[src/rtl/uart_rx_pkg.sv]
// Shared UART definitions: FSM state encodings and 8N1 frame constants.
package uart_rx_pkg;

    localparam int unsigned DATA_BITS = 8;
    localparam int unsigned BIT_IDX_W = $clog2(DATA_BITS);

    localparam logic LINE_IDLE = 1'b1;
    localparam logic START_BIT = 1'b0;
    localparam logic STOP_BIT  = 1'b1;

    typedef enum logic [2:0] {
        ST_IDLE  = 3'd0,
        ST_START = 3'd1,
        ST_DATA  = 3'd2,
        ST_STOP  = 3'd3,
        ST_BREAK = 3'd4
    } uart_state_t;

endpackage

[src/rtl/uart_rx_if.sv]
// UART receiver bus: serial line in, received byte and status strobes out.
//   rx        : asynchronous serial line, idles high
//   data      : last correctly received byte
//   valid     : one-cycle strobe marking a new data value
//   frame_err : one-cycle strobe marking a bad stop bit
//   busy      : receiver is inside a frame or waiting out a break
interface uart_rx_if;
    import uart_rx_pkg::*;

    logic                 rx;
    logic [DATA_BITS-1:0] data;
    logic                 valid;
    logic                 frame_err;
    logic                 busy;

    // master: the receiver; slave: line driver / byte consumer
    modport master (input rx, output data, output valid, output frame_err, output busy);
    modport slave  (output rx, input data, input valid, input frame_err, input busy);

endinterface

[src/rtl/uart_rx_sync2.sv]
// Two-flop synchronizer for a single asynchronous bit.
//   clk, rst : system clock, synchronous active-high reset
//   d        : asynchronous input
//   q        : synchronized output, RESET_VAL while in reset
module uart_rx_sync2 #(
    parameter logic RESET_VAL = 1'b1
) (
    input  logic clk,
    input  logic rst,
    input  logic d,
    output logic q
);

    logic meta;

    always_ff @(posedge clk) begin
        if (rst) begin
            meta <= RESET_VAL;
            q    <= RESET_VAL;
        end else begin
            meta <= d;
            q    <= meta;
        end
    end

endmodule

[src/rtl/uart_rx.sv]
// 8N1 UART receiver: synchronizes rx, samples each bit at its centre and
// reassembles bytes, reporting good frames with valid and bad stop bits with
// frame_err.
//   clk, rst : system clock, synchronous active-high reset
//   bus      : uart_rx_if master (rx in; data, valid, frame_err, busy out)
module uart_rx
    import uart_rx_pkg::*;
#(
    parameter int unsigned CLK_FREQ = 50_000_000,
    parameter int unsigned BAUD     = 115200
) (
    input  logic       clk,
    input  logic       rst,
    uart_rx_if.master  bus
);

    localparam int unsigned CLKS_PER_BIT = CLK_FREQ / BAUD;
    localparam int unsigned CNT_W        = $clog2(CLKS_PER_BIT);
    localparam int unsigned HALF_LAST    = CLKS_PER_BIT / 2 - 1;
    localparam int unsigned FULL_LAST    = CLKS_PER_BIT - 1;

    if (CLKS_PER_BIT < 4) begin : g_bad_clks_per_bit
        $error("uart_rx: CLKS_PER_BIT must be at least 4");
    end

    logic                 rx_s;
    uart_state_t          state, state_nxt;
    logic [CNT_W-1:0]     cnt, cnt_nxt;
    logic [BIT_IDX_W-1:0] bit_idx, bit_idx_nxt;
    logic [DATA_BITS-1:0] shift, shift_nxt;
    logic [DATA_BITS-1:0] data_q, data_nxt;
    logic                 valid_q, valid_nxt;
    logic                 ferr_q, ferr_nxt;
    logic                 busy_q, busy_nxt;

    // Line synchronizer; resets to the idle level so reset never looks like a start bit
    uart_rx_sync2 #(
        .RESET_VAL (LINE_IDLE)
    ) u_sync (
        .clk (clk),
        .rst (rst),
        .d   (bus.rx),
        .q   (rx_s)
    );

    // State, counters, shift register and registered outputs
    always_ff @(posedge clk) begin
        if (rst) begin
            state   <= ST_IDLE;
            cnt     <= '0;
            bit_idx <= '0;
            shift   <= '0;
            data_q  <= '0;
            valid_q <= 1'b0;
            ferr_q  <= 1'b0;
            busy_q  <= 1'b0;
        end else begin
            state   <= state_nxt;
            cnt     <= cnt_nxt;
            bit_idx <= bit_idx_nxt;
            shift   <= shift_nxt;
            data_q  <= data_nxt;
            valid_q <= valid_nxt;
            ferr_q  <= ferr_nxt;
            busy_q  <= busy_nxt;
        end
    end

    // Next-state and output decode
    always_comb begin
        state_nxt   = state;
        cnt_nxt     = cnt + CNT_W'(1);
        bit_idx_nxt = bit_idx;
        shift_nxt   = shift;
        data_nxt    = data_q;
        valid_nxt   = 1'b0;
        ferr_nxt    = 1'b0;

        unique case (state)
            ST_IDLE: begin
                cnt_nxt     = '0;
                bit_idx_nxt = '0;
                if (rx_s == START_BIT) begin
                    state_nxt = ST_START;
                end
            end
            ST_START: begin
                // Half-bit check rejects glitches shorter than the start bit centre
                if (cnt == CNT_W'(HALF_LAST)) begin
                    state_nxt = (rx_s == START_BIT) ? ST_DATA : ST_IDLE;
                end
            end
            ST_DATA: begin
                if (cnt == CNT_W'(FULL_LAST)) begin
                    cnt_nxt     = '0;
                    shift_nxt   = {rx_s, shift[DATA_BITS-1:1]};
                    bit_idx_nxt = bit_idx + BIT_IDX_W'(1);
                    if (bit_idx == BIT_IDX_W'(DATA_BITS - 1)) begin
                        state_nxt = ST_STOP;
                    end
                end
            end
            ST_STOP: begin
                if (cnt == CNT_W'(FULL_LAST)) begin
                    if (rx_s == STOP_BIT) begin
                        data_nxt  = shift;
                        valid_nxt = 1'b1;
                        state_nxt = ST_IDLE;
                    end else begin
                        ferr_nxt  = 1'b1;
                        state_nxt = ST_BREAK;
                    end
                end
            end
            ST_BREAK: begin
                // Hold off until the line recovers so a stuck-low line is not decoded as 0x00s
                cnt_nxt = '0;
                if (rx_s == LINE_IDLE) begin
                    state_nxt = ST_IDLE;
                end
            end
            default: begin
                state_nxt = ST_IDLE;
            end
        endcase

        if (state_nxt != state) begin
            cnt_nxt = '0;
        end

        busy_nxt = (state_nxt != ST_IDLE);
    end

    assign bus.data      = data_q;
    assign bus.valid     = valid_q;
    assign bus.frame_err = ferr_q;
    assign bus.busy      = busy_q;

endmodule
[src/flat_wrapper.sv]
// flat-port wrapper written by rule: the top's interface ports become plain ports
module uart_rx_flat import uart_rx_pkg::*;
#(
    parameter int unsigned CLK_FREQ = 50_000_000,
    parameter int unsigned BAUD     = 115200
)
  (clk, rst, bus_rx, bus_data, bus_valid, bus_frame_err, bus_busy);
  uart_rx_if bus_i ();
  input  logic clk;
  input  logic rst;
  input wire logic [$bits(bus_i.rx)-1:0] bus_rx;
  output wire logic [$bits(bus_i.data)-1:0] bus_data;
  output wire logic [$bits(bus_i.valid)-1:0] bus_valid;
  output wire logic [$bits(bus_i.frame_err)-1:0] bus_frame_err;
  output wire logic [$bits(bus_i.busy)-1:0] bus_busy;
  assign bus_i.rx = bus_rx;
  assign bus_data = bus_i.data;
  assign bus_valid = bus_i.valid;
  assign bus_frame_err = bus_i.frame_err;
  assign bus_busy = bus_i.busy;
  uart_rx #(.CLK_FREQ(CLK_FREQ), .BAUD(BAUD)) u_core (.clk(clk), .rst(rst), .bus(bus_i));
endmodule
[config.mk]
export PLATFORM = sky130hd
export DESIGN_NAME = uart_rx_flat
export DESIGN_NICKNAME = d
export VERILOG_FILES = /design/src/rtl/uart_rx_pkg.sv /design/src/rtl/uart_rx_if.sv /design/src/rtl/uart_rx_sync2.sv /design/src/rtl/uart_rx.sv /design/src/flat_wrapper.sv
export SDC_FILE = /design/constraint.sdc
export NUM_CORES = 1
export LEC_CHECK = 0
export ABC_AREA = 1
export CAP_MARGIN = 15
export CORE_ASPECT_RATIO = 1.25
export CORE_MARGIN = 2
export CORE_UTILIZATION = 35
export CTS_BUF_LIST = sky130_fd_sc_hd__clkbuf_8
export CTS_CLUSTER_DIAMETER = 100
export DETAILED_ROUTE_END_ITERATION = 6
export PLACE_DENSITY = 0.6
export SYNTH_ARGS = -nofsm -noshare
export SYNTH_HDL_FRONTEND = slang
export SYNTH_HIERARCHICAL = 1
export SYNTH_SLANG_ARGS = --single-unit
[constraint.sdc]
create_clock -name clk -period 1.9 [get_ports clk]
set_input_delay 0.38 -clock clk [delete_from_list [all_inputs] [get_ports clk]]
set_output_delay 0.38 -clock clk [all_outputs]
set_load 0.005 [all_outputs]
Yosys cells after proc, flatten, opt, wreduce, memory -nomap -nowiden
Cells that the tools add are included.
- bits in registers: 36
- input port bits: 3
- reduce and logical (&&, ||, !) cells: 9
- equality and inequality tests: 9
- $add $sub $neg: 2
- bitwise logic cells: 2
- multiplexer cells: 15
- operators with widths (cell ; number):
    2-to-1 mux 3 bit ; 8
    one-hot mux 9 bit (2 select lines) ; 1
    one-hot mux 3 bit (5 select lines) ; 1
    adder 9 x 1 -> 9 bit (second input constant) ; 1
    equality test 9 x 8 -> 1 bit (second input constant) ; 1
    equality test 9 bit (second input constant) ; 1
    2-to-1 mux 9 bit ; 1
    equality test 3 x 2 -> 1 bit (second input constant) ; 2
    equality test 3 bit (second input constant) ; 2
    one-hot mux 3 bit (2 select lines) ; 1
    AND reduction 2 bit ; 2
    OR reduction 2 bit ; 2
    adder 3 x 1 -> 3 bit (second input constant) ; 1
    equality test 3 x 1 -> 1 bit (second input constant) ; 1
    logical NOT 3 bit ; 1
    != test 3 bit ; 1
    AND reduction 3 bit ; 1
    nonzero test 3 bit ; 1
    OR reduction 3 bit ; 1
    2-to-1 mux 1 bit ; 2
    2-to-1 mux 2 bit ; 1
    != test 2 x 1 -> 1 bit (second input constant) ; 1
    inverter 1 bit ; 2
    nonzero test 2 bit ; 1

Depth between registers and ports, before layout
Gate-level depths: netlist of run 1.
- word-level depth: 6
- depth in mapped cells: 11
- depth with buffers taken out: 11

Cells and area by module
Netlist of run 1, hierarchy kept.
- modules (own cells, without submodules) (module ; times used ; sequential area each (um^2) ; area an instance (um^2) ; cells each):
    uart_rx ; 1 ; 680.7 ; 1542.7 ; 202
    uart_rx_sync2 ; 1 ; 40.0 ; 58.8 ; 7

Worst setup path after synthesis of run 1
No wires, ideal clock.
- path kind: flip-flop to flip-flop
- from: register u_core.cnt[1]
- to: register u_core.cnt[0]
- stages on the path, launching flop included: 10
- path buffers: 0
- setup slack: 0.498 ns
- period minus slack after synthesis: 1.402 ns
- required time: 1.775 ns
- arrival time: 1.277 ns
- path through: dfxtp_1 inv_1 ha_1 nand2_1 nor2_1 nand2_2 nand2_2 nand2_1 a31oi_4 nor3_1
- longest elaborated chain between the ends: 5
- RTL lines (what ; RTL line ; RTL):
    from (decl) ; uart_rx.sv:28 ; logic [CNT_W-1:0] cnt, cnt_nxt;
    from (signal assigned) ; uart_rx.sv:59 ; cnt <= cnt_nxt;
    equality test 9 bit / equality test 9 x 8 -> 1 bit (equally long branches) ; uart_rx.sv:94, uart_rx.sv:104, uart_rx.sv:89 ;
    2-to-1 mux 3 bit (on tied branches) ; uart_rx.sv:104, uart_rx.sv:89, uart_rx.sv:94 ;
    one-hot mux 3 bit (5 select lines) ; uart_rx.sv:79 ; unique case (state)
    != test 3 bit ; uart_rx.sv:127 ; if (state_nxt != state) begin
    OR reduction 2 bit (no source line) ; - ;
Parallel ways exist; a longest one is shown, timed or not.
A chain may end at the register's enable or synchronous reset.

Worst setup path in the final report of run 1
- from: register u_core.cnt[1]
- to: register u_core.cnt[6]
The elaborated chain is that of the path after synthesis.

==> results of run 1 <==
-- final timing paths --
check,startpoint,to,slack [ns],cells past startpoint
max,u_core/cnt[1],u_core/cnt[6],0.31,9
min,u_core/u_sync/meta,u_core/u_sync/q,0.41,2
max reg2reg,u_core/cnt[1],u_core/cnt[6],0.31,9
min reg2reg,u_core/u_sync/meta,u_core/u_sync/q,0.41,2
-- cells by family (layout without fill, tap and decap cells) --
family                   after synthesis  after routing  share of synthesized area [%]
AO/OA/AOI/OAI                         44             44                           15.5
XOR/XNOR                               3              3                           1.64
adder cells (fa/ha/maj)                5              5                           3.91
buffers and inverters                 35             55                           8.28
flip-flops                            36             36                           45.0
AND/OR/NAND/NOR                       86             86                           25.6
-- power by group --
group | total, mW | internal (mW) | switching (mW)
combinational | 0.0645 | 0.0236 | 0.0409
sequential | 0.762 | 0.759 | 0.00295
clock | 0.544 | 0.260 | 0.284
-- Yosys cell counts (5+ instances only) --
| cell | n |
|---|---|
| a21oi_1 | 12 |
| a31oi_1 | 8 |
| dfxtp_1 | 36 |
| ha_1 | 5 |
| inv_1 | 27 |
| nand2_1 | 35 |
| nand3_1 | 8 |
| nor2_1 | 14 |
| nor2_2 | 6 |
| nor3_1 | 10 |
| o21ai_0 | 18 |
-- through the flow --
step,util [%],instance area (sq um),cells
2_1_floorplan,-,1600,209
3_3_place_gp,41.2,1810,279
3_5_place_dp,41.2,1810,279
4_1_cts,43.3,1900,287
5_1_grt,43.3,1900,287
6_report,43.3,1900,287
-- sequential cells by signal (all words and copies together) (netlist names) --
signal,count
u_core/bit_idx,3
u_core/bus.busy,1
u_core/bus.data,8
u_core/bus.frame_err,1
u_core/bus.valid,1
u_core/cnt,9
u_core/shift,8
u_core/state,3
u_core/u_sync/meta,1
u_core/u_sync/q,1
-- cell type report --
type                       instances  share of cell area [%]
inverter                          31                    6.12
sequential                        36                    37.9
clock inverter                     3                    1.12
tap                               58                    3.82
timing repair buffer              16                    8.03
clock buffer                       5                    3.62
multi-input combinational        138                    39.4
-- layer usage --
| metal | share of wire [%] | track usage, % |
|---|---|---|
| met4 | 0.71 | 5.74 |
| met3 | 3.3 | 3.53 |
| met1 | 46 | 17.5 |
| met2 | 50 | 24.9 |
| met5 | 0 | 0 |
-- worst min-delay path: cells and delay by family, from the launching register on --
kind	cells	cell delay (ns)
buffers and inverters	1	0.03
AND/OR/NAND/NOR	1	0.04
flip-flops	1	0.31
==> impl_metrics.sql, run 1 <==
INSERT INTO impl_metrics (metric_group, metric, value, unit) VALUES
('status', 'outcome', 'finished clean', ''),
('power_and_ir_drop', 'power.density', '721', 'nW/um^2'),
('yosys', 'synthesis.instances', '209', ''),
('timing', 'drv_slew', '0', ''),
('cells_and_area', 'final_common_cell', 'dfxtp_1', ''),
('global_route', 'grt_pass1_wl', '5920', 'um'),
('placed_design', 'buffer_ports.inserted', '13', ''),
('timing', 'fin_crit', '1.59', 'ns'),
('detailed_routing', 'first_pass_iters', '4', ''),
('yosys', 'ys_seq_area_share', '45.0', '%'),
('power_and_ir_drop', 'worst_ir_drop_on_vdd', '439', 'uV'),
('cells_and_area', 'nets', '236', ''),
('yosys', 'post-synth-top-area-cell', 'dfxtp_1', ''),
('global_route', 'grt_antenna_before_repair', '0', ''),
('power_and_ir_drop', 'pleak', '0.762', 'nW'),
('cells_and_area', 'antenna-diode-count', '0', ''),
('run', 'drv.max_cap_violation_count', '0', ''),
('yosys', 'synth-main-ff-cell', 'dfxtp_1', ''),
('detailed_routing', 'detail_route.drc_violations', '0', ''),
('cells_and_area', 'flow.area_growth_from_synthesis', '18.7', '%'),
('cells_and_area', 'seqCellArea', '721', 'sq um'),
('worst_setup_path', 'crit_family', 'simple AND/OR/NAND/NOR gates', ''),
('cts', 'number_of_buffers_between_clock_root_and_the_deepest_sink', '2', ''),
('cts', 'cts.hold.buffers_added', '0', ''),
('yosys', 'syn_area_per_cell', '7.66', 'sq um'),
('hold_path', 'min_path_type', 'reg -> reg', ''),
('yosys', 'synthDominantCellAreaShare', '45.0', '%'),
('yosys', 'synth.distinct_cells', '27', ''),
('detailed_routing', 'wl_per_cell', '11.3', 'um'),
('yosys', 'post_synth_main_area_contributors', 'dfxtp_1, nand2_1, inv_1', ''),
('floorplanning', 'rows', '27', ''),
('timing', 'setup_viol_count_final', '0', ''),
('floorplanning', 'floorplan.core_area', '4390', 'sq um'),
('placed_design', 'dp_hpwl', '2350', 'um'),
('cts', 'clkTransAtPathRegs', '0.08', 'ns'),
('floorplanning', 'floorplan.die_area', '5140', 'sq um'),
('global_route', 'gr-total-overflow', '0', ''),
('global_route', 'maximum_number_of_pins_on_one_net_before_global_route_repair', '20', ''),
('cts', 'clock-sinks', '36', ''),
('worst_setup_path', 'worstPathArrival', '1.75', 'ns'),
('floorplanning', 'die_width', '64.5', 'um'),
('cells_and_area', 'post_route_cells_drive_above_1_share', '12.2', '%'),
('timing', 'rsz0062_at_grt', 'false', ''),
('worst_setup_path', 'worstSetupPathType', 'reg -> reg', ''),
('detailed_routing', 'totalWireLength', '3250', 'um'),
('power_and_ir_drop', 'totalPowerFinal', '1.37', 'mW'),
('global_route', 'groute.usage.overall', '14.6', '%'),
('timing', 'layout_worst_path_cycle_share', '83.8', '%'),
('floorplanning', 'count_of_pins_on_the_block_boundary', '14', ''),
('timing', 'max_freq', '628', 'MHz'),
('yosys', 'postSynth.asyncResetShare', '0', '%'),
('yosys', 'synth.ff_latch_count', '36', ''),
('cts', 'cts_resized', '0', ''),
('detailed_routing', 'detailroute.via_count', '1381', ''),
('cells_and_area', 'n_fill_cell', '473', ''),
('timing', 'fin_skew', '0.0104', 'ns'),
('cts', 'postCtsSetupRepairBufs', '0', ''),
('cts', 'cts_tree', 'done', ''),
('worst_setup_path', 'timing.critical_path.required', '2.06', 'ns'),
('worst_setup_path', 'timing.critical_path.fanout_max', '9', ''),
('yosys', 'synthesis.area', '1600', 'sq um'),
('detailed_routing', 'post_route_ant_nets', '0', ''),
('timing', 'worst_slew_margin_relative_to_its_limit', '79.5', '%'),
('cells_and_area', 'layout.cells.most_common_list', 'dfxtp_1, nand2_1, inv_1, o21ai_0, nor2_1', ''),
('detailed_routing', 'drt_iter0_markers', '59', ''),
('yosys', 'post_synth_edffs', '0', ''),
('timing', 'setup_tns', '0', 'ns'),
('floorplanning', 'chipHeight', '79.6', 'um'),
('detailed_routing', 'avgViaCountPerCell', '4.81', ''),
('global_route', 'grt_pass1_vias', '1332', ''),
('cts', 'cts.root.buffer_cell', 'clkbuf_8', '');
Note: power is estimated with default switching activity, not from simulation.
==> run 2, diff against run 1 <==
--- a/config.mk
+++ b/config.mk
@@ -13,7 +13,7 @@
 export CTS_BUF_LIST = sky130_fd_sc_hd__clkbuf_8
 export CTS_CLUSTER_DIAMETER = 100
 export DETAILED_ROUTE_END_ITERATION = 6
-export PLACE_DENSITY = 0.6
+export PLACE_DENSITY = 0.62
 export SYNTH_ARGS = -nofsm -noshare
 export SYNTH_HDL_FRONTEND = slang
 export SYNTH_HIERARCHICAL = 1
==> constraint.sdc (replaced) <==
create_clock -name clk -period 1.35 [get_ports clk]
set_input_delay 0.27 -clock clk [delete_from_list [all_inputs] [get_ports clk]]
set_output_delay 0.27 -clock clk [all_outputs]
set_load 0.005 [all_outputs]
==> impl_metrics.sql, run 2 (synthesis gave the netlist of run 1 again) <==
INSERT INTO impl_metrics (metric_group, metric, value, unit) VALUES
('timing', 'fin_crit', '1.50', 'ns'),
('worst_setup_path', 'crit_path_frequent_cell', 'nand2_4', ''),
('timing', 'final_hold_viol_count', '0', ''),
('floorplanning', 'floorplan.die_area', '5140', 'sq um'),
('cells_and_area', 'post_route_cells_drive_above_1_share', '37.2', '%'),
('timing', 'worst_slew_margin_relative_to_its_limit', '68.4', '%'),
('power_and_ir_drop', 'power.density', '855', 'nW/um^2'),
('worst_setup_path', 'regToRegEndpoint', 'u_core/cnt[8]', ''),
('cts', 'number_of_buffers_between_clock_root_and_the_deepest_sink', '2', ''),
('global_route', 'grt_pass1_wl', '6240', 'um'),
('timing', 'max_freq', '665', 'MHz'),
('worst_setup_path', 'timing.critical_path.fanout_max', '4', ''),
('global_route', 'maximum_number_of_pins_on_one_net_before_global_route_repair', '17', ''),
('cts', 'clkTransAtPathRegs', '0.08', 'ns'),
('worst_setup_path', 'critPathSlowestCell', 'dfxtp_2', ''),
('timing', 'drv_slew', '0', ''),
('placed_design', 'dp_hpwl', '2520', 'um'),
('timing', 'setup_viol_count_final', '26', ''),
('run', 'drv.max_cap_violation_count', '0', ''),
('hold_path', 'hold_path_depth', '2', ''),
('power_and_ir_drop', 'worst_ir_drop_on_vdd', '583', 'uV'),
('timing', 'rsz0062_at_grt', 'true', ''),
('worst_setup_path', 'worstPathArrival', '1.69', 'ns'),
('status', 'outcome', 'finished, violations left', ''),
('timing', 'fin_skew', '0.00763', 'ns'),
('worst_setup_path', 'worstRegToRegCells', '9', ''),
('cts', 'cts_tree', 'done', ''),
('cts', 'cts.root.buffer_cell', 'clkbuf_8', ''),
('detailed_routing', 'avgViaCountPerCell', '4.82', ''),
('cts', 'tritoncts.num_buffers', '5', ''),
('global_route', 'grt_pass1_vias', '1445', ''),
('hold_path', 'min_path_type', 'reg -> reg', ''),
('timing', 'layout_worst_path_cycle_share', '111', '%'),
('cts', 'cts.hold.buffers_added', '0', ''),
('detailed_routing', 'totalWireLength', '3830', 'um'),
('worst_setup_path', 'crit_path_end_kind', 'flip-flop', ''),
('cells_and_area', 'layout.cells.most_common_list', 'nand2_1, dfxtp_1, buf_4, inv_1, o21ai_0', ''),
('cts', 'cts-htree-levels', '2', ''),
('worst_setup_path', 'timing.critical_path.slowest_cell_delay', '0.33', 'ns'),
('detailed_routing', 'detailroute.via_count', '1522', ''),
('detailed_routing', 'detail_route.drc_violations', '0', ''),
('cells_and_area', 'flow.area_growth_from_synthesis', '45.4', '%'),
('worst_setup_path', 'path_cells', 'inv_2 -> ha_4 -> nand2_4 -> nor2_4 -> nand2_4 -> nand2_4 -> o211ai_1 -> nand2_2 -> nor3_2', ''),
('global_route', 'gr-total-overflow', '0', ''),
('placed_design', 'buffer_ports.inserted', '13', ''),
('timing', 'post-route-worst-setup-slack', '-0.155', 'ns'),
('floorplanning', 'initial_core_utilization', '36.5', '%'),
('placed_design', 'preCtsSetupSlack', '-0.139', 'ns'),
('cells_and_area', 'max_flop_register', 'u_core/cnt', ''),
('detailed_routing', 'wl_per_cell', '12.1', 'um'),
('cts', 'clock-sinks', '36', ''),
('worst_setup_path', 'worst_setup_path_start_kind', 'flip-flop', ''),
('global_route', 'groute.usage.overall', '15.8', '%'),
('cells_and_area', 'nets', '265', ''),
('cells_and_area', 'largest_register_ffs', '9', ''),
('floorplanning', 'rows', '27', ''),
('cells_and_area', 'antenna-diode-count', '0', ''),
('timing', 'setup_tns', '-2.39', 'ns'),
('cells_and_area', 'n_fill_cell', '437', ''),
('cts', 'clock_latency', '0.29', 'ns'),
('hold_path', 'hold_end', 'u_core/u_sync/q', ''),
('cells_and_area', 'final_common_cell', 'nand2_1', ''),
('detailed_routing', 'drt_iter0_markers', '40', ''),
('timing', 'timing_worst_slew_pin_value', '0.472', 'ns'),
('global_route', 'grt_antenna_before_repair', '0', ''),
('detailed_routing', 'first_pass_iters', '4', ''),
('worst_setup_path', 'timing.critical_path.required', '1.54', 'ns'),
('worst_setup_path', 'worst_r2r_startpoint', 'u_core/cnt[1]', ''),
('floorplanning', 'die_width', '64.5', 'um'),
('placed_design', 'place_congestion', '0.818', ''),
('floorplanning', 'count_of_pins_on_the_block_boundary', '14', ''),
('floorplanning', 'chipHeight', '79.6', 'um'),
('worst_setup_path', 'flop_to_flop_setup_slack', '-0.15', 'ns'),
('detailed_routing', 'post_route_ant_nets', '0', ''),
('power_and_ir_drop', 'pleak', '1.04', 'nW'),
('worst_setup_path', 'worstSetupPathType', 'reg -> reg', ''),
('power_and_ir_drop', 'totalPowerFinal', '1.99', 'mW'),
('status', 'failed_checks', 'setup timing', ''),
('cells_and_area', 'final_core_util', '53.0', '%'),
('hold_path', 'hold_path_startpoint', 'u_core/u_sync/meta', ''),
('floorplanning', 'floorplan.core_area', '4390', 'sq um');
[run 2: cell types whose count changed in the layout (fill, tap and decap cells not counted), moves of 8 or more]
cell	previous run	this run
dfxtp_1	36	27
dlygate4sd2_1	0	11
nor3_2	0	8
clkdlybuf4s50_1	13	2
nor3_1	10	1
buf_4	3	26
dfxtp_2	0	9
[run 2: how the worst max path moves through the flow]
stage,startpoint,end,depth (start not counted)
after floorplan,u_core/cnt[4],u_core/cnt[1],7
after CTS,u_core/cnt[1],u_core/cnt[3],8
after global placement,u_core/cnt[0],u_core/cnt[1],9
final,u_core/cnt[1],u_core/cnt[8],9
after global routing,u_core/cnt[4],u_core/cnt[0],7
after detailed placement,u_core/cnt[0],u_core/cnt[1],9
[run 2: critical path, delay by kind of cell (launching register included)]
family / cells / cell delay, ns
fa+ha+maj: 1 / 0.16
simple gates: 6 / 0.64
buf+inv: 1 / 0.07
compound gates: 1 / 0.22
flops: 1 / 0.33
[run 2: where the power goes]
part	switching, mW	internal [mW]	total, mW	leakage, nW
logic	0.0775	0.0563	0.134	0.699
registers	0.00514	1.07	1.07	0.295
clock network	0.418	0.366	0.784	0.0445
[run 2: final cells by class]
type | count | area, sq um | area share, %
multi-input combinational | 139 | 932 | 40.0
clock inverter | 3 | 21.3 | 0.913
clock buffer | 5 | 68.8 | 2.96
inverter | 31 | 116 | 5.00
sequential | 36 | 732 | 31.4
tap | 58 | 72.6 | 3.12
timing repair buffer | 44 | 385 | 16.6
[run 2: timing repair]
action                     4_1_cts  5_1_grt
gates resized for setup         39       24
setup endpoints to repair       31       31
pin swaps                       16       17
setup buffers                    5        0
cloned                           1        0
[run 2: through the flow]
step / instances / hold slack, ns / cell area, sq um
floorplan: 209 / 0.339 / 1630
global placement: 302 / 0.386 / 2030
detailed placement: 302 / 0.393 / 2030
CTS: 316 / 0.414 / 2230
global route: 316 / 0.435 / 2330
finish: 316 / 0.409 / 2330
[run 2: per-layer routing]
metal / vias up / global-route usage (%) / part of all wire, %
met5: - / 0 / 0
met4: 0 / 7.23 / 3.2
met3: 12 / 3.24 / 2.6
met2: 26 / 28.2 / 53
met1: 703 / 18.0 / 41
li1: 781 / - / -
==> run 3, diff against run 2 <==
--- a/config.mk
+++ b/config.mk
@@ -13,7 +13,8 @@
 export CTS_BUF_LIST = sky130_fd_sc_hd__clkbuf_8
 export CTS_CLUSTER_DIAMETER = 100
 export DETAILED_ROUTE_END_ITERATION = 6
-export PLACE_DENSITY = 0.62
+export DONT_BUFFER_PORTS = 1
+export PLACE_DENSITY = 0.58
 export SYNTH_ARGS = -nofsm -noshare
 export SYNTH_HDL_FRONTEND = slang
 export SYNTH_HIERARCHICAL = 1
==> impl_metrics.sql, run 3 (synthesis gave the netlist of run 1 again) <==
INSERT INTO impl_metrics (metric_group, metric, value, unit) VALUES
('cts', 'clock_latency', '0.29', 'ns'),
('cts', 'cts_tree', 'done', ''),
('worst_setup_path', 'flop_to_flop_setup_slack', '-0.11', 'ns'),
('global_route', 'gr-total-overflow', '0', ''),
('detailed_routing', 'wl_per_cell', '11.8', 'um'),
('hold_path', 'hold_path_depth', '1', ''),
('cells_and_area', 'antenna-diode-count', '0', ''),
('floorplanning', 'rows', '27', ''),
('floorplanning', 'floorplan.core_area', '4390', 'sq um'),
('timing', 'final_hold_viol_count', '0', ''),
('worst_setup_path', 'path_cells', 'inv_2 -> ha_4 -> nand2_2 -> nor2_4 -> nand4_1 -> buf_6 -> a31oi_4 -> nor3_1', ''),
('detailed_routing', 'detailroute.via_count', '1416', ''),
('worst_setup_path', 'regToRegEndpoint', 'u_core/cnt[1]', ''),
('placed_design', 'dp_hpwl', '2430', 'um'),
('floorplanning', 'floorplan.die_area', '5140', 'sq um'),
('detailed_routing', 'totalWireLength', '3530', 'um'),
('status', 'outcome', 'finished, violations left', ''),
('cells_and_area', 'largest_register_ffs', '9', ''),
('floorplanning', 'die_width', '64.5', 'um'),
('cts', 'cts-htree-levels', '2', ''),
('status', 'failed_checks', 'setup timing', ''),
('cts', 'cts.root.buffer_cell', 'clkbuf_8', ''),
('cts', 'tritoncts.num_buffers', '5', ''),
('worst_setup_path', 'worst_r2r_startpoint', 'u_core/cnt[1]', ''),
('worst_setup_path', 'timing.critical_path.required', '1.52', 'ns'),
('global_route', 'grt_pass1_vias', '1335', ''),
('cts', 'cts.hold.buffers_added', '0', ''),
('cells_and_area', 'final_common_cell', 'dfxtp_1', ''),
('power_and_ir_drop', 'power.density', '918', 'nW/um^2'),
('placed_design', 'preCtsSetupSlack', '-0.120', 'ns'),
('worst_setup_path', 'worst_setup_path_start_kind', 'flip-flop', ''),
('global_route', 'grt_pass1_wl', '5930', 'um'),
('detailed_routing', 'first_pass_iters', '4', ''),
('worst_setup_path', 'critPathSlowestCell', 'dfxtp_2', ''),
('floorplanning', 'chipHeight', '79.6', 'um'),
('cts', 'clkTransAtPathRegs', '0.07', 'ns'),
('worst_setup_path', 'worstRegToRegCells', '8', ''),
('worst_setup_path', 'timing.critical_path.slowest_cell_delay', '0.32', 'ns'),
('hold_path', 'hold_path_startpoint', 'rst', ''),
('timing', 'setup_tns', '-1.30', 'ns'),
('timing', 'timing_worst_slew_pin_value', '0.224', 'ns'),
('worst_setup_path', 'worstPathArrival', '1.62', 'ns'),
('power_and_ir_drop', 'worst_ir_drop_on_vdd', '507', 'uV'),
('timing', 'whs', '0.0382', 'ns'),
('worst_setup_path', 'worstSetupPathType', 'reg -> reg', ''),
('worst_setup_path', 'timing.critical_path.fanout_max', '5', ''),
('detailed_routing', 'detail_route.drc_violations', '0', ''),
('worst_setup_path', 'launching_element_of_the_worst_setup_path', 'u_core/cnt[1]', ''),
('placed_design', 'buffer_ports.inserted', '0', ''),
('cells_and_area', 'max_flop_register', 'u_core/cnt', ''),
('timing', 'fin_skew', '0.0111', 'ns'),
('global_route', 'grt_antenna_before_repair', '0', ''),
('timing', 'max_freq', '686', 'MHz'),
('cells_and_area', 'post_route_cells_drive_above_1_share', '33.3', '%'),
('timing', 'drv_slew', '0', ''),
('hold_path', 'min_path_type', 'in -> reg', ''),
('timing', 'setup_viol_count_final', '19', ''),
('timing', 'layout_worst_path_cycle_share', '108', '%'),
('floorplanning', 'count_of_pins_on_the_block_boundary', '14', ''),
('global_route', 'groute.usage.overall', '15.0', '%'),
('detailed_routing', 'post_route_ant_nets', '0', ''),
('cells_and_area', 'flow.area_growth_from_synthesis', '32.8', '%'),
('worst_setup_path', 'crit_path_end_kind', 'flip-flop', ''),
('global_route', 'maximum_number_of_pins_on_one_net_before_global_route_repair', '19', ''),
('hold_path', 'hold_end', 'u_core/bit_idx[1]', ''),
('timing', 'rsz0062_at_grt', 'true', ''),
('cells_and_area', 'post-route-cell-area', '2130', 'sq um'),
('cells_and_area', 'nets', '247', ''),
('detailed_routing', 'avgViaCountPerCell', '4.75', ''),
('detailed_routing', 'drt_iter0_markers', '53', ''),
('placed_design', 'placed_area', '1890', 'sq um'),
('run', 'drv.max_cap_violation_count', '0', ''),
('cts', 'clock-sinks', '36', ''),
('timing', 'post-route-worst-setup-slack', '-0.107', 'ns'),
('placed_design', 'place_congestion', '0.827', ''),
('power_and_ir_drop', 'pleak', '0.869', 'nW'),
('timing', 'worst_slew_margin_relative_to_its_limit', '84.9', '%'),
('cts', 'number_of_buffers_between_clock_root_and_the_deepest_sink', '2', ''),
('power_and_ir_drop', 'totalPowerFinal', '1.95', 'mW'),
('timing', 'fin_crit', '1.46', 'ns'),
('floorplanning', 'initial_core_utilization', '36.5', '%'),
('cells_and_area', 'layout.cells.most_common_list', 'dfxtp_1, nand2_1, inv_1, buf_4, a21oi_1', '');
## run 3: cell types whose count changed in the layout (fill, tap and decap cells not counted), sizes merged
cell	delta
nand2	-1
clkdlybuf4s50	-2
a31oi	+1
dlygate4sd2	-11
buf	-5
## run 3: repair_timing
item | CTS | global route
resized for setup | 13 | 30
hold endpoints to repair | 0 | 0
setup buffers | 2 | 0
gates cloned | 1 | 0
pin swaps | 3 | 5
setup endpoints to repair | 19 | 32
## run 3: worst max-delay path: cells and delay by family, from the launching register on
kind	cells	cell delay [ns]
AO/OA/AOI/OAI	1	0.21
flip-flops	1	0.32
buffers and inverters	2	0.23
AND/OR/NAND/NOR	4	0.44
adder cells (fa/ha/maj)	1	0.14
## run 3: area by class of cell
| cell class | instances | area (sq um) |
|---|---|---|
| timing repair buffer | 26 | 231 |
| fill | 447 | 2260 |
| inverter | 31 | 116 |
| sequential | 36 | 726 |
| clock buffer | 5 | 68.8 |
| multi-input combinational | 139 | 891 |
| tap | 58 | 72.6 |
| clock inverter | 3 | 21.3 |
## run 3: power breakdown
| part | switching [mW] | internal, mW | total (mW) |
|---|---|---|---|
| clock | 0.402 | 0.366 | 0.767 |
| sequential | 0.00688 | 1.07 | 1.07 |
| combinational | 0.0668 | 0.0434 | 0.110 |
| total | 0.475 | 1.48 | 1.95 |
## run 3: routing by layer
metal,routed length (um),track usage [%]
met5,0,0
met4,55,7.66
met3,104,3.24
met2,1730,25.3
met1,1640,17.7
## run 3: how the worst max path moves through the flow
stage                     slack [ns]       endpoint  cells after the start
after floorplan                 0.02  u_core/cnt[1]                      7
after global placement         -0.12  u_core/cnt[1]                      6
after detailed placement       -0.12  u_core/cnt[1]                      5
after CTS                      -0.06  u_core/cnt[1]                      8
after global routing           -0.21  u_core/cnt[2]                      9
final                          -0.11  u_core/cnt[1]                      8
## run 3: per-stage QoR
stage,util [%],std cells
finish,48.4,298
global route,48.4,298
CTS,46.7,298
detailed placement,43.0,287
global placement,43.0,287
floorplan,-,209
